`src/rtl/timekeeper_ctrl.sv`:
```
// Purpose : 1 Hz prescaler, time and alarm-time registers, adjust arbitration and alarm FSM.
// Latency : adjusts land on the next edge (or one cycle later if they collide with a tick update).
// Backpressure: none; a pulse colliding with the tick update waits in a 1-deep slot, further ones drop.
//
// Ports:
//   video_clk, reset (sync, active-high)
//   sec_adj / min_adj / hrs_adj : +1 on one field, wrapping without carry
//   al_adj                      : alarm time +AL_STEP_MIN with carry into al_hours
//   al_toggle / snooze          : arm-disarm / snooze while ringing
//   seconds, minutes, hours, al_minutes, al_hours : current register values
//   sec_tick, sec_phase         : 1 Hz pulse and 50%-duty 1 Hz square wave
//   al_on, ringing, buzzer_gate : alarm status and tone gate
module timekeeper_ctrl #(
  parameter int CLK_HZ       = 31_500_000,
  parameter int AL_STEP_MIN  = 10,
  parameter int SNOOZE_MIN   = 5,
  parameter int RING_TIMEOUT = 60
) (
  input  logic       video_clk,
  input  logic       reset,
  input  logic       sec_adj,
  input  logic       min_adj,
  input  logic       hrs_adj,
  input  logic       al_adj,
  input  logic       al_toggle,
  input  logic       snooze,
  output logic [5:0] seconds,
  output logic [5:0] minutes,
  output logic [3:0] hours,
  output logic [5:0] al_minutes,
  output logic [3:0] al_hours,
  output logic       sec_tick,
  output logic       sec_phase,
  output logic       al_on,
  output logic       ringing,
  output logic       buzzer_gate
);

  localparam int CW = $clog2(CLK_HZ);

  localparam logic [1:0] ST_OFF     = 2'd0;
  localparam logic [1:0] ST_ARMED   = 2'd1;
  localparam logic [1:0] ST_RINGING = 2'd2;
  localparam logic [1:0] ST_SNOOZED = 2'd3;

  function automatic logic [5:0] inc60(input logic [5:0] v);
    return (v == 6'd59) ? 6'd0 : v + 6'd1;
  endfunction

  function automatic logic [3:0] inc12(input logic [3:0] v);
    return (v == 4'd11) ? 4'd0 : v + 4'd1;
  endfunction

  logic [CW-1:0] cnt_q, cnt_d;
  logic          tick_q;
  logic [5:0]    sec_q, sec_d;
  logic [5:0]    min_q, min_d;
  logic [3:0]    hr_q, hr_d;
  logic          psec_q, psec_d;
  logic          pmin_q, pmin_d;
  logic          phr_q, phr_d;
  logic [5:0]    al_min_q, al_min_d;
  logic [3:0]    al_hr_q, al_hr_d;
  logic          min_evt_q;
  logic [1:0]    state_q, state_d;
  logic [7:0]    ring_cnt_q, ring_cnt_d;
  logic [11:0]   snz_cnt_q, snz_cnt_d;

  logic tick_min;
  logic tick_hr;
  logic match;

  // Prescaler; the tick register is loaded from the next count so it is high
  // exactly while cnt_q sits on its last value.
  assign cnt_d = (cnt_q == CW'(CLK_HZ - 1)) ? '0 : cnt_q + 1'b1;

  // Fields the tick update writes this cycle (seconds always).
  assign tick_min = tick_q & (sec_q == 6'd59);
  assign tick_hr  = tick_min & (min_q == 6'd59);

  always_comb begin
    sec_d  = sec_q;
    min_d  = min_q;
    hr_d   = hr_q;
    psec_d = psec_q;
    pmin_d = pmin_q;
    phr_d  = phr_q;

    // Tick update owns a field when it writes it; a colliding adjust is parked
    // and replayed next cycle. A pulse arriving while one is parked is lost.
    if (tick_q) begin
      sec_d = inc60(sec_q);
      if (sec_adj) psec_d = 1'b1;
    end else if (psec_q) begin
      sec_d  = inc60(sec_q);
      psec_d = 1'b0;
    end else if (sec_adj) begin
      sec_d = inc60(sec_q);
    end

    if (tick_min) begin
      min_d = inc60(min_q);
      if (min_adj) pmin_d = 1'b1;
    end else if (pmin_q) begin
      min_d  = inc60(min_q);
      pmin_d = 1'b0;
    end else if (min_adj) begin
      min_d = inc60(min_q);
    end

    if (tick_hr) begin
      hr_d = inc12(hr_q);
      if (hrs_adj) phr_d = 1'b1;
    end else if (phr_q) begin
      hr_d  = inc12(hr_q);
      phr_d = 1'b0;
    end else if (hrs_adj) begin
      hr_d = inc12(hr_q);
    end
  end

  // Alarm step in 6-bit arithmetic: the subtract of 60 wraps correctly because
  // the true result always lies in 0..59.
  always_comb begin
    al_min_d = al_min_q;
    al_hr_d  = al_hr_q;
    if (al_adj) begin
      if (al_min_q >= 6'(60 - AL_STEP_MIN)) begin
        al_min_d = al_min_q + 6'(AL_STEP_MIN) - 6'd60;
        al_hr_d  = inc12(al_hr_q);
      end else begin
        al_min_d = al_min_q + 6'(AL_STEP_MIN);
      end
    end
  end

  assign match = (hr_q == al_hr_q) && (min_q == al_min_q);

  // Alarm FSM; al_toggle beats every other event, snooze beats a tick.
  always_comb begin
    state_d    = state_q;
    ring_cnt_d = ring_cnt_q;
    snz_cnt_d  = snz_cnt_q;
    if (al_toggle) begin
      state_d = (state_q == ST_OFF) ? ST_ARMED : ST_OFF;
    end else begin
      case (state_q)
        ST_ARMED: begin
          if (min_evt_q && match) begin
            state_d    = ST_RINGING;
            ring_cnt_d = 8'd0;
          end
        end
        ST_RINGING: begin
          if (snooze) begin
            state_d   = ST_SNOOZED;
            snz_cnt_d = 12'(SNOOZE_MIN * 60);
          end else if (tick_q) begin
            if (ring_cnt_q == 8'(RING_TIMEOUT - 1)) state_d = ST_ARMED;
            else ring_cnt_d = ring_cnt_q + 8'd1;
          end
        end
        ST_SNOOZED: begin
          if (tick_q) begin
            if (snz_cnt_q == 12'd1) begin
              state_d    = ST_RINGING;
              ring_cnt_d = 8'd0;
            end else begin
              snz_cnt_d = snz_cnt_q - 12'd1;
            end
          end
        end
        default: state_d = ST_OFF;
      endcase
    end
  end

  always_ff @(posedge video_clk) begin
    if (reset) begin
      cnt_q      <= '0;
      tick_q     <= 1'b0;
      sec_q      <= 6'd0;
      min_q      <= 6'd0;
      hr_q       <= 4'd0;
      psec_q     <= 1'b0;
      pmin_q     <= 1'b0;
      phr_q      <= 1'b0;
      al_min_q   <= 6'd0;
      al_hr_q    <= 4'd0;
      min_evt_q  <= 1'b0;
      state_q    <= ST_OFF;
      ring_cnt_q <= 8'd0;
      snz_cnt_q  <= 12'd0;
    end else begin
      cnt_q      <= cnt_d;
      tick_q     <= (cnt_d == CW'(CLK_HZ - 1));
      sec_q      <= sec_d;
      min_q      <= min_d;
      hr_q       <= hr_d;
      psec_q     <= psec_d;
      pmin_q     <= pmin_d;
      phr_q      <= phr_d;
      al_min_q   <= al_min_d;
      al_hr_q    <= al_hr_d;
      min_evt_q  <= tick_min;
      state_q    <= state_d;
      ring_cnt_q <= ring_cnt_d;
      snz_cnt_q  <= snz_cnt_d;
    end
  end

  assign seconds    = sec_q;
  assign minutes    = min_q;
  assign hours      = hr_q;
  assign al_minutes = al_min_q;
  assign al_hours   = al_hr_q;
  assign sec_tick   = tick_q;
  // Prescaler is 0 while reset is held, so the phase is masked to keep the
  // output low during reset yet high from the very first cycle after release.
  assign sec_phase  = ~reset & (cnt_q < CW'(CLK_HZ / 2));
  assign al_on      = (state_q != ST_OFF);
  assign ringing    = (state_q == ST_RINGING);
  assign buzzer_gate = ringing & sec_phase;

endmodule

```
`config.mk`:
```
export PLATFORM = sky130hd
export DESIGN_NAME = timekeeper_ctrl
export DESIGN_NICKNAME = d
export VERILOG_FILES = /design/src/rtl/timekeeper_ctrl.sv
export SDC_FILE = /design/constraint.sdc
export NUM_CORES = 1
export LEC_CHECK = 0
export CORE_MARGIN = 1.5
export CORE_UTILIZATION = 35
export DETAILED_ROUTE_END_ITERATION = 8
export PLACE_DENSITY = 0.64
export SLEW_MARGIN = 20
export SYNTH_ARGS = -nofsm -noshare
export SYNTH_HDL_FRONTEND = slang
export SYNTH_SLANG_ARGS = --single-unit
```
`constraint.sdc`:
```
create_clock -name video_clk -period 2 [get_ports video_clk]
set_input_delay 0.3 -clock video_clk [delete_from_list [all_inputs] [get_ports video_clk]]
set_output_delay 0.3 -clock video_clk [all_outputs]
set_load 0.005 [all_outputs]
```
### Word level (Yosys, flattened, before mapping)

Cells that the tools add are included.

| cells by class | value |
|---|---|
| magnitude comparators | 2 |
| bitwise logic cells | 9 |
| multiplexer cells | 35 |
| reductions and logical operators | 16 |
| $add $sub $neg | 9 |
| equality and inequality tests | 26 |

Operators with widths:

| kind | number |
|---|---|
| 6-bit 2-to-1 mux | 9 |
| 25-bit equality test, second input constant | 2 |
| 8-bit 2-to-1 mux | 6 |
| 12-bit 2-to-1 mux | 3 |
| 25-bit by 1-bit adder with 25-bit output, second input constant | 1 |
| 25-bit by 24-bit less-than comparator with 1-bit output, second input constant | 1 |
| 25-bit 2-to-1 mux | 1 |
| 12-bit one-hot mux with 2 select lines | 1 |
| 8-bit one-hot mux with 3 select lines | 1 |
| 4-bit 2-to-1 mux | 5 |
| 2-bit 2-to-1 mux | 7 |
| 2-bit != test, second input constant | 7 |
| 6-bit by 1-bit adder with 6-bit output, second input constant | 2 |
| 12-bit by 1-bit equality test with 1-bit output, second input constant | 1 |
| 6-bit equality test, second input constant | 2 |
| 3-bit nonzero test | 4 |
| 12-bit by 1-bit subtractor with 12-bit output, second input constant | 1 |
| 5-bit AND reduction | 2 |
| 3-bit != test, second input constant | 3 |
| 4-bit by 1-bit adder with 4-bit output, second input constant | 2 |
| 8-bit by 1-bit adder with 8-bit output, second input constant | 1 |
| 4-bit equality test, second input constant | 2 |
| 8-bit by 6-bit equality test with 1-bit output, second input constant | 1 |
| 4-bit by 3-bit != test with 1-bit output, second input constant | 2 |
| 18 further kinds | 30 |

| word-level totals | value |
|---|---|
| flip-flop bits (word level) | 78 |
| input bits | 8 |

### Depth between registers and ports, before layout

Gate-level depths: netlist of the first run.

| depth | value |
|---|---|
| depth in word-level cells | 6 |
| depth in mapped cells | 9 |
| mapped depth without buffers | 8 |

### Least setup slack after synthesis of the first run

No wires, ideal clock.

| timing path | value |
|---|---|
| kind | register to register |
| from | reg cnt_q[0] |
| to | reg tick_q (netlist: sec_tick) |
| period minus slack after synthesis | 1.811 ns |
| cell stages (with the launch flop) | 8 |
| data arrival time | 1.723 ns |
| path buffers | 0 |
| required time | 1.912 ns |
| setup slack | 0.189 ns |
| cells stage by stage | dfxtp_1 ha_1 nand3_2 nor2_1 and3_1 mux2i_1 o2111ai_2 nor4_2 |

| on the way | value |
|---|---|
| word-level cells in the longest chain between the ends | 3 |
| elaborated cells on any way between the ends | 4 |
| classes of those cells | add/sub: 1; eq/ne: 2; mux: 1 |

Ends and longest elaborated chain:

| item | line | RTL |
|---|---|---|
| from (decl) | 54 | `logic [CW-1:0] cnt_q, cnt_d;` |
| from (signal assigned) | 195 | `cnt_q <= cnt_d;` |
| 25-bit by 1-bit adder with 25-bit output or 25-bit equality test (tied branches) | 75 | `assign cnt_d = (cnt_q == CW'(CLK_HZ - 1)) ? '0 : cnt_q + 1'b1;` |
| 25-bit 2-to-1 mux * | 75 |  |
| 25-bit equality test * | 196 | `tick_q <= (cnt_d == CW'(CLK_HZ - 1));` |
| to (signal assigned) | 196 |  |
| to (decl) | 55 | `logic tick_q;` |

Mark *: on every way between the ends. The rest lies on a longest branch, timed or not.
A chain may end at the register's enable or synchronous reset.

### Worst setup path in the final report of the first run

| timing path | value |
|---|---|
| from | reg cnt_q[18] |
| to | out buzzer_gate |

| on the way | value |
|---|---|
| word-level cells in the longest chain between the ends | 3 |

Ends and longest elaborated chain:

| item | line | RTL |
|---|---|---|
| 25-bit by 24-bit less-than comparator with 1-bit output | 220 | `assign sec_phase = ~reset & (cnt_q < CW'(CLK_HZ / 2));` |
| 1-bit bitwise AND | 220 |  |
| 1-bit bitwise AND | 223 | `assign buzzer_gate = ringing & sec_phase;` |
| to (decl) | 36 | `output logic buzzer_gate` |

No other way between the ends.

==> results of run 1 <==
-- worst max path at each step --
stage | to | slack [ns]
floorplan | sec_tick$_SDFF_PP0_ | 0.19
global placement | buzzer_gate | -0.31
detailed placement | buzzer_gate | -0.33
CTS | buzzer_gate | -0.23
global route | buzzer_gate | -0.25
finish | buzzer_gate | -0.11
-- critical path, cell delays in order (launching register included) --
cell and delay (ns):
dfxtp_1 0.31, or4_4 0.54, a211oi_2 0.22, nor3b_1 0.09, nor4_1 0.17, buf_2 0.16
-- registers in the layout, summed over array words and instances, names as in the netlist, 2 cells and up --
name	cells
snz_cnt_q	12
al_minutes	5
state_q	2
ring_cnt_q	8
cnt_q	25
al_hours	4
hours	4
minutes	6
seconds	6
-- metal layers --
metal | routed length (µm) | track usage | up-vias
met4 | 136 | 0.05654 | 0
li1 | - | - | 1893
met5 | 0 | 0 | -
met2 | 4800 | 0.2667 | 65
met3 | 476 | 0.04083 | 12
met1 | 4693 | 0.2156 | 1786
-- cells by family (layout without fill, tap and decap cells) --
group / count (synthesis) / in the layout
compound gates: 63 / 63
xor+xnor: 57 / 57
fa+ha+maj: 11 / 11
buf+inv: 36 / 131
flops: 77 / 77
mux: 10 / 10
other cells: 1 / 1
simple gates: 232 / 232
-- area by class of cell --
cell class,instances,area [µm²]
flip-flops and latches,77,1546
clock buffers,10,239.0
clock inverters,6,86.33
well taps,143,178.9
fillers,1082,6028
inverters,14,52.55
multi-input cells,374,2540
repair buffers,101,844.6
-- layout by cell type, fill, tap and decap left out, types with 13 or more instances in the layout --
cell,synthesis,final
inv_1,13,13
a21oi_1,20,20
buf_4,3,63
xnor2_1,35,35
nor2_1,84,81
xor2_1,22,22
nand2_1,36,36
nand3_1,19,19
clkdlybuf4s50_1,0,35
dfxtp_1,77,73
-- per-stage QoR --
stage                     utilization  TNS, ns  setup WS (ns)  total power, µW  cell area [µm²]
after floorplan                     -        0         0.1889             1773             4158
after global placement         0.4379  -0.6868        -0.3093             1887             5042
after detailed placement       0.4379  -0.9273        -0.3279             1895             5042
after CTS                      0.4662  -0.2942        -0.2310             3673             5369
after global routing           0.4765  -0.7791        -0.2499             3785             5488
final                          0.4765  -0.1493        -0.1112             3647             5488
-- what timing repair did --
| item | in CTS | in global routing |
|---|---|---|
| endpoints found under the setup margin | 2 | 14 |
| resized for setup | 11 | 23 |
| hold buffers | 0 | 0 |
| pin swaps | 4 | 8 |
| setup buffers | 0 | 2 |
-- power groups by stage --
stage	clock network, µW	logic (µW)	registers (µW)
final	1770	283	1590
after global routing	1880	310	1600
after CTS	1810	273	1590
after detailed placement	0	270	1630
after global placement	0	263	1620
after floorplan	0	147	1630
==> impl_metrics.tcl, run 1 <==
set metrics [dict create \
    crit_required_ns 1.70 \
    hold_viol_final 0 \
    slew_violations 0 \
    cellPowerDensity_mw_per_mm2 664.6 \
    synth-compound-area-share 0.1032 \
    drive_above_1_share 0.2131 \
    totalWireLength_um 10110 \
    routed_wire_length_per_instance_um 13.94 \
    timing.rr.end "sec_tick$_SDFF_PP0_" \
    yosysWarnings 0 \
    grt_pass1_wl_um 16700 \
    drtIter0Drc 188 \
    hold_depth 1 \
    via_per_inst 5.181 \
    ys_types 66 \
    synth_common_cells "84 x nor2_1, 77 x dfxtp_1, 36 x nand2_1" \
    ys_ff_latch 77 \
    yosysMostFrequentCell "nor2_1" \
    ioPinCount 39 \
    numCtsBuffers 9 \
    cp_data_arrival_time_ns 1.81 \
    cts-root-buf "clkbuf_16" \
    vias 3756 \
    die_w_um 112.0 \
    yosys.area_share.adder 0.03310 \
    synth.area.top_cells "dfxtp_1 37%, nor2_1 7.6%, xnor2_1 7.4%, xor2_1 4.6%, ha_1 3.3%" \
    synth_ff_type "dfxtp_1" \
    layout.nets 596 \
    antenna_found_initial 0 \
    period_share 1.056 \
    drv_cap 0 \
    ir_worst_vdd_mv 0.2814 \
    r2r-start "cnt_q[0]$_SDFF_PP0_" \
    critPathLaunch "cnt_q[18]$_SDFF_PP0_" \
    path_class "reg2out" \
    min_to "pmin_q$_SDFFE_PP0P_" \
    clock_power_share 0.485 \
    async_reset_ff_frac 0 \
    clk_path_buf_depth 2 \
    power.switching_uw 813.1 \
    fin_ws_ns -0.1112 \
    synth_fp_nets 506 \
    n_antenna_cell 0 \
    grt_pass1_vias 3532 \
    swShare 0.2230 \
    fp.coreArea_mm2 0.01152 \
    ys_seq_area_frac 0.3707 \
    row_count 39 \
    syn-mean-instance-area_um2 8.537 \
    synth-simple-area-share 0.3039 \
    netlist_area_mm2 0.004158 \
    port_buffers 37 \
    synth_top_area_frac 0.3707 \
    clock_latency_ns 0.34 \
    start_kind "register" \
    start_util 0.3610 \
    post-route-min-period_ns 2.111 \
    cp_max_fo 2 \
    hold_start "pmin_q$_SDFFE_PP0P_" \
    final_cells 725 \
    cts_tree "done" \
    hpwl_um 7368 \
    seqPwrFrac 0.437 \
    die-area_mm2 0.01254 \
    drc 0 \
    netlist_instances 487 \
    setup.worst_path.end_class "output port" \
    cts_htree_levels 3 \
    post-place-cells 707 \
    track_usage 0.1648 \
    area_growth_pct 31.99 \
    hold_ws_ns 0.4738 \
    finalClockSkew_ns 0.004785 \
    violations "setup timing" \
    path_clk_slew_ns 0.06 \
    cts_sinks 77 \
    p_int_uw 2834 \
    synth_top_family_by_area "simple AND/OR/NAND/NOR gates" \
    antenna_left 0 \
    muxShareOfSynthArea 0.02407 \
    rsz0062_at_grt "true" \
    drt_first_pass_iters 4 \
    dieHeight_um 112.0 \
    synth_xor_area_frac 0.1201 \
    grt_max_degree 30 \
    reg2reg_slack_ns 0.06 \
    hold_path_class "reg2reg" \
    synth_area_leader_cell "dfxtp_1" \
    outcome "complete, but fails checks" \
    overflow 0 \
    place_congestion 0.8472 \
    pwr-share-comb 0.078 \
    fmax_mhz 473.7 \
    reg2reg_depth 9 \
    synth-edff-count 0 \
    setup_violations 2 \
    power.leakage_uw 0.002077 \
]
No activity file was read; power rests on OpenSTA's default activity.
==> run 2, diff against run 1 <==
--- a/config.mk
+++ b/config.mk
@@ -8,8 +8,10 @@
 export CORE_MARGIN = 1.5
 export CORE_UTILIZATION = 35
 export DETAILED_ROUTE_END_ITERATION = 8
+export MAX_ROUTING_LAYER = met4
 export PLACE_DENSITY = 0.64
-export SLEW_MARGIN = 20
+export SKIP_CTS_REPAIR_TIMING = 1
+export SLEW_MARGIN = 40
 export SYNTH_ARGS = -nofsm -noshare
 export SYNTH_HDL_FRONTEND = slang
 export SYNTH_SLANG_ARGS = --single-unit
==> run 2 against run 1 <==
The flow still finishes with violations (setup timing). Final cell count up 0.14%. Sequential share of layout area is 0.13 points lower. Total power fell by 0.12%. Critical endpoint unchanged. Largest cell class unchanged. Combinational power is essentially flat.
==> impl_metrics.tcl, run 2 (same netlist as run 1, synthesis figures left out) <==
set metrics [dict create \
    ir_worst_vdd_mv 0.2810 \
    cts_sinks 77 \
    slew_violations 0 \
    grt_pass1_vias 3527 \
    largest_reg_flops 25 \
    antenna_left 0 \
    placed_cell_area_mm2 0.005042 \
    period_share 1.121 \
    top_register "cnt_q" \
    grt_use_met1 0.2156 \
    cp_data_arrival_time_ns 1.94 \
    antenna_found_initial 0 \
    r2r-start "cnt_q[7]$_SDFF_PP0_" \
    p_int_uw 2832 \
    cts_htree_levels 3 \
    hold_start "pmin_q$_SDFFE_PP0P_" \
    grtUsageMet2 0.2667 \
    violations "setup timing" \
    grt_use_met3 0.04083 \
    port_buffers 37 \
    hpwl_um 7368 \
    cts_tree "done" \
    reg2reg_slack_ns 0.04 \
    seqPwrFrac 0.437 \
    layout.cells.most_common_list "81 x nor2_1, 74 x dfxtp_1, 65 x buf_4" \
    drt_first_pass_iters 4 \
    finalClockSkew_ns 0.005477 \
    fin_area_mm2 0.005509 \
    fmax_mhz 446.0 \
    final_common_cell "nor2_1" \
    clock_power_share 0.486 \
    routed_wire_length_per_instance_um 13.85 \
    area_growth_pct 32.50 \
    row_count 39 \
    die_w_um 112.0 \
    hold_path_class "reg2reg" \
    path_class "reg2out" \
    start_kind "register" \
    setup_violations 2 \
    fp.coreArea_mm2 0.01152 \
    overflow 0 \
    vias 3762 \
    cellPowerDensity_mw_per_mm2 661.2 \
    die-area_mm2 0.01254 \
    fin_ws_ns -0.2419 \
    clk_path_buf_depth 2 \
    drv_cap 0 \
    place_congestion 0.8605 \
    pwr-share-comb 0.077 \
    n_antenna_cell 0 \
    fill_cells 1082 \
    grt_max_degree 30 \
    rsz0062_at_grt "true" \
    totalWireLength_um 10050 \
    track_usage 0.1698 \
    critPathLaunch "cnt_q[18]$_SDFF_PP0_" \
    drc 0 \
    hold_ws_ns 0.4718 \
    hold_viol_final 0 \
    post-route-min-period_ns 2.242 \
    outcome "complete, but fails checks" \
    grt_busiest_layer "met2" \
    post-place-ws_ns -0.3279 \
    setup.worst_path.end_class "output port" \
    layout.nets 597 \
    clock_latency_ns 0.34 \
    dieHeight_um 112.0 \
    via_per_inst 5.182 \
    numCtsBuffers 9 \
    swShare 0.2226 \
    cp_max_fo 2 \
    start_util 0.3610 \
    final_util 0.4784 \
    path_clk_slew_ns 0.06 \
    power.switching_uw 810.9 \
    cts-root-buf "clkbuf_16" \
    crit_required_ns 1.70 \
    ioPinCount 39 \
    grt_pass1_wl_um 16700 \
    drive_above_1_share 0.2161 \
    power.leakage_uw 0.002100 \
    reg_top3 "cnt_q (25), snz_cnt_q (12), ring_cnt_q (8)" \
    drtIter0Drc 170 \
]
-- run 2: changes by cell type in the layout (fill, tap and decap cells not counted) --
cell     change
nor4_4       +1
ha_2         +1
nor3b_1      -1
nor4_1       -1
dfxtp_2      -1
ha_4         -1
a31o_4       +1
nor3b_2      +1
dfxtp_1      +1
buf_6        -1
buf_4        +2
a31o_2       -1
-- run 2: final cells by class --
cell class / instances / area (µm²) / share of cell area
Multi-Input combinational cell: 374 / 2559 / 0.4645
Clock inverter: 6 / 86.33 / 0.01567
Tap cell: 143 / 178.9 / 0.03248
Inverter: 14 / 52.55 / 0.009539
Clock buffer: 10 / 239.0 / 0.04338
Sequential cell: 77 / 1545 / 0.2805
Timing Repair Buffer: 102 / 848.3 / 0.1540
-- run 2: routing by layer --
metal | share of wire | routed length, µm
met1 | 0.46 | 4629
met2 | 0.48 | 4854
met3 | 0.042 | 427
met4 | 0.014 | 142
met5 | 0 | 0
-- run 2: path summary, 6_finish.rpt --
path                          to  cells after the start
max                  buzzer_gate                      5
min          pmin_q$_SDFFE_PP0P_                      1
max reg2reg  sec_tick$_SDFF_PP0_                      7
min reg2reg  pmin_q$_SDFFE_PP0P_                      1
-- run 2: power groups by stage --
| stage | sequential [µW] | combinational [µW] | clock [µW] |
|---|---|---|---|
| floorplan | 1630 | 147 | 0 |
| global placement | 1620 | 263 | 0 |
| detailed placement | 1630 | 270 | 0 |
| finish | 1590 | 280 | 1770 |
| CTS | 1590 | 274 | 1810 |
| global route | 1600 | 308 | 1880 |
-- run 2: through the flow --
stage	instances	setup TNS, ns	power [µW]
detailed placement	707	-0.9273	1895
global placement	707	-0.6868	1887
finish	726	-0.3922	3643
floorplan	487	0	1773
CTS	723	-1.333	3674
global route	726	-0.9946	3782
-- run 2: critical path, stage by stage, from the launching register on --
cell and delay, ns:
dfxtp_1 0.31, or4_4 0.54, a211oi_2 0.24, nor3b_2 0.09
nor4_2 0.28, buf_2 0.16
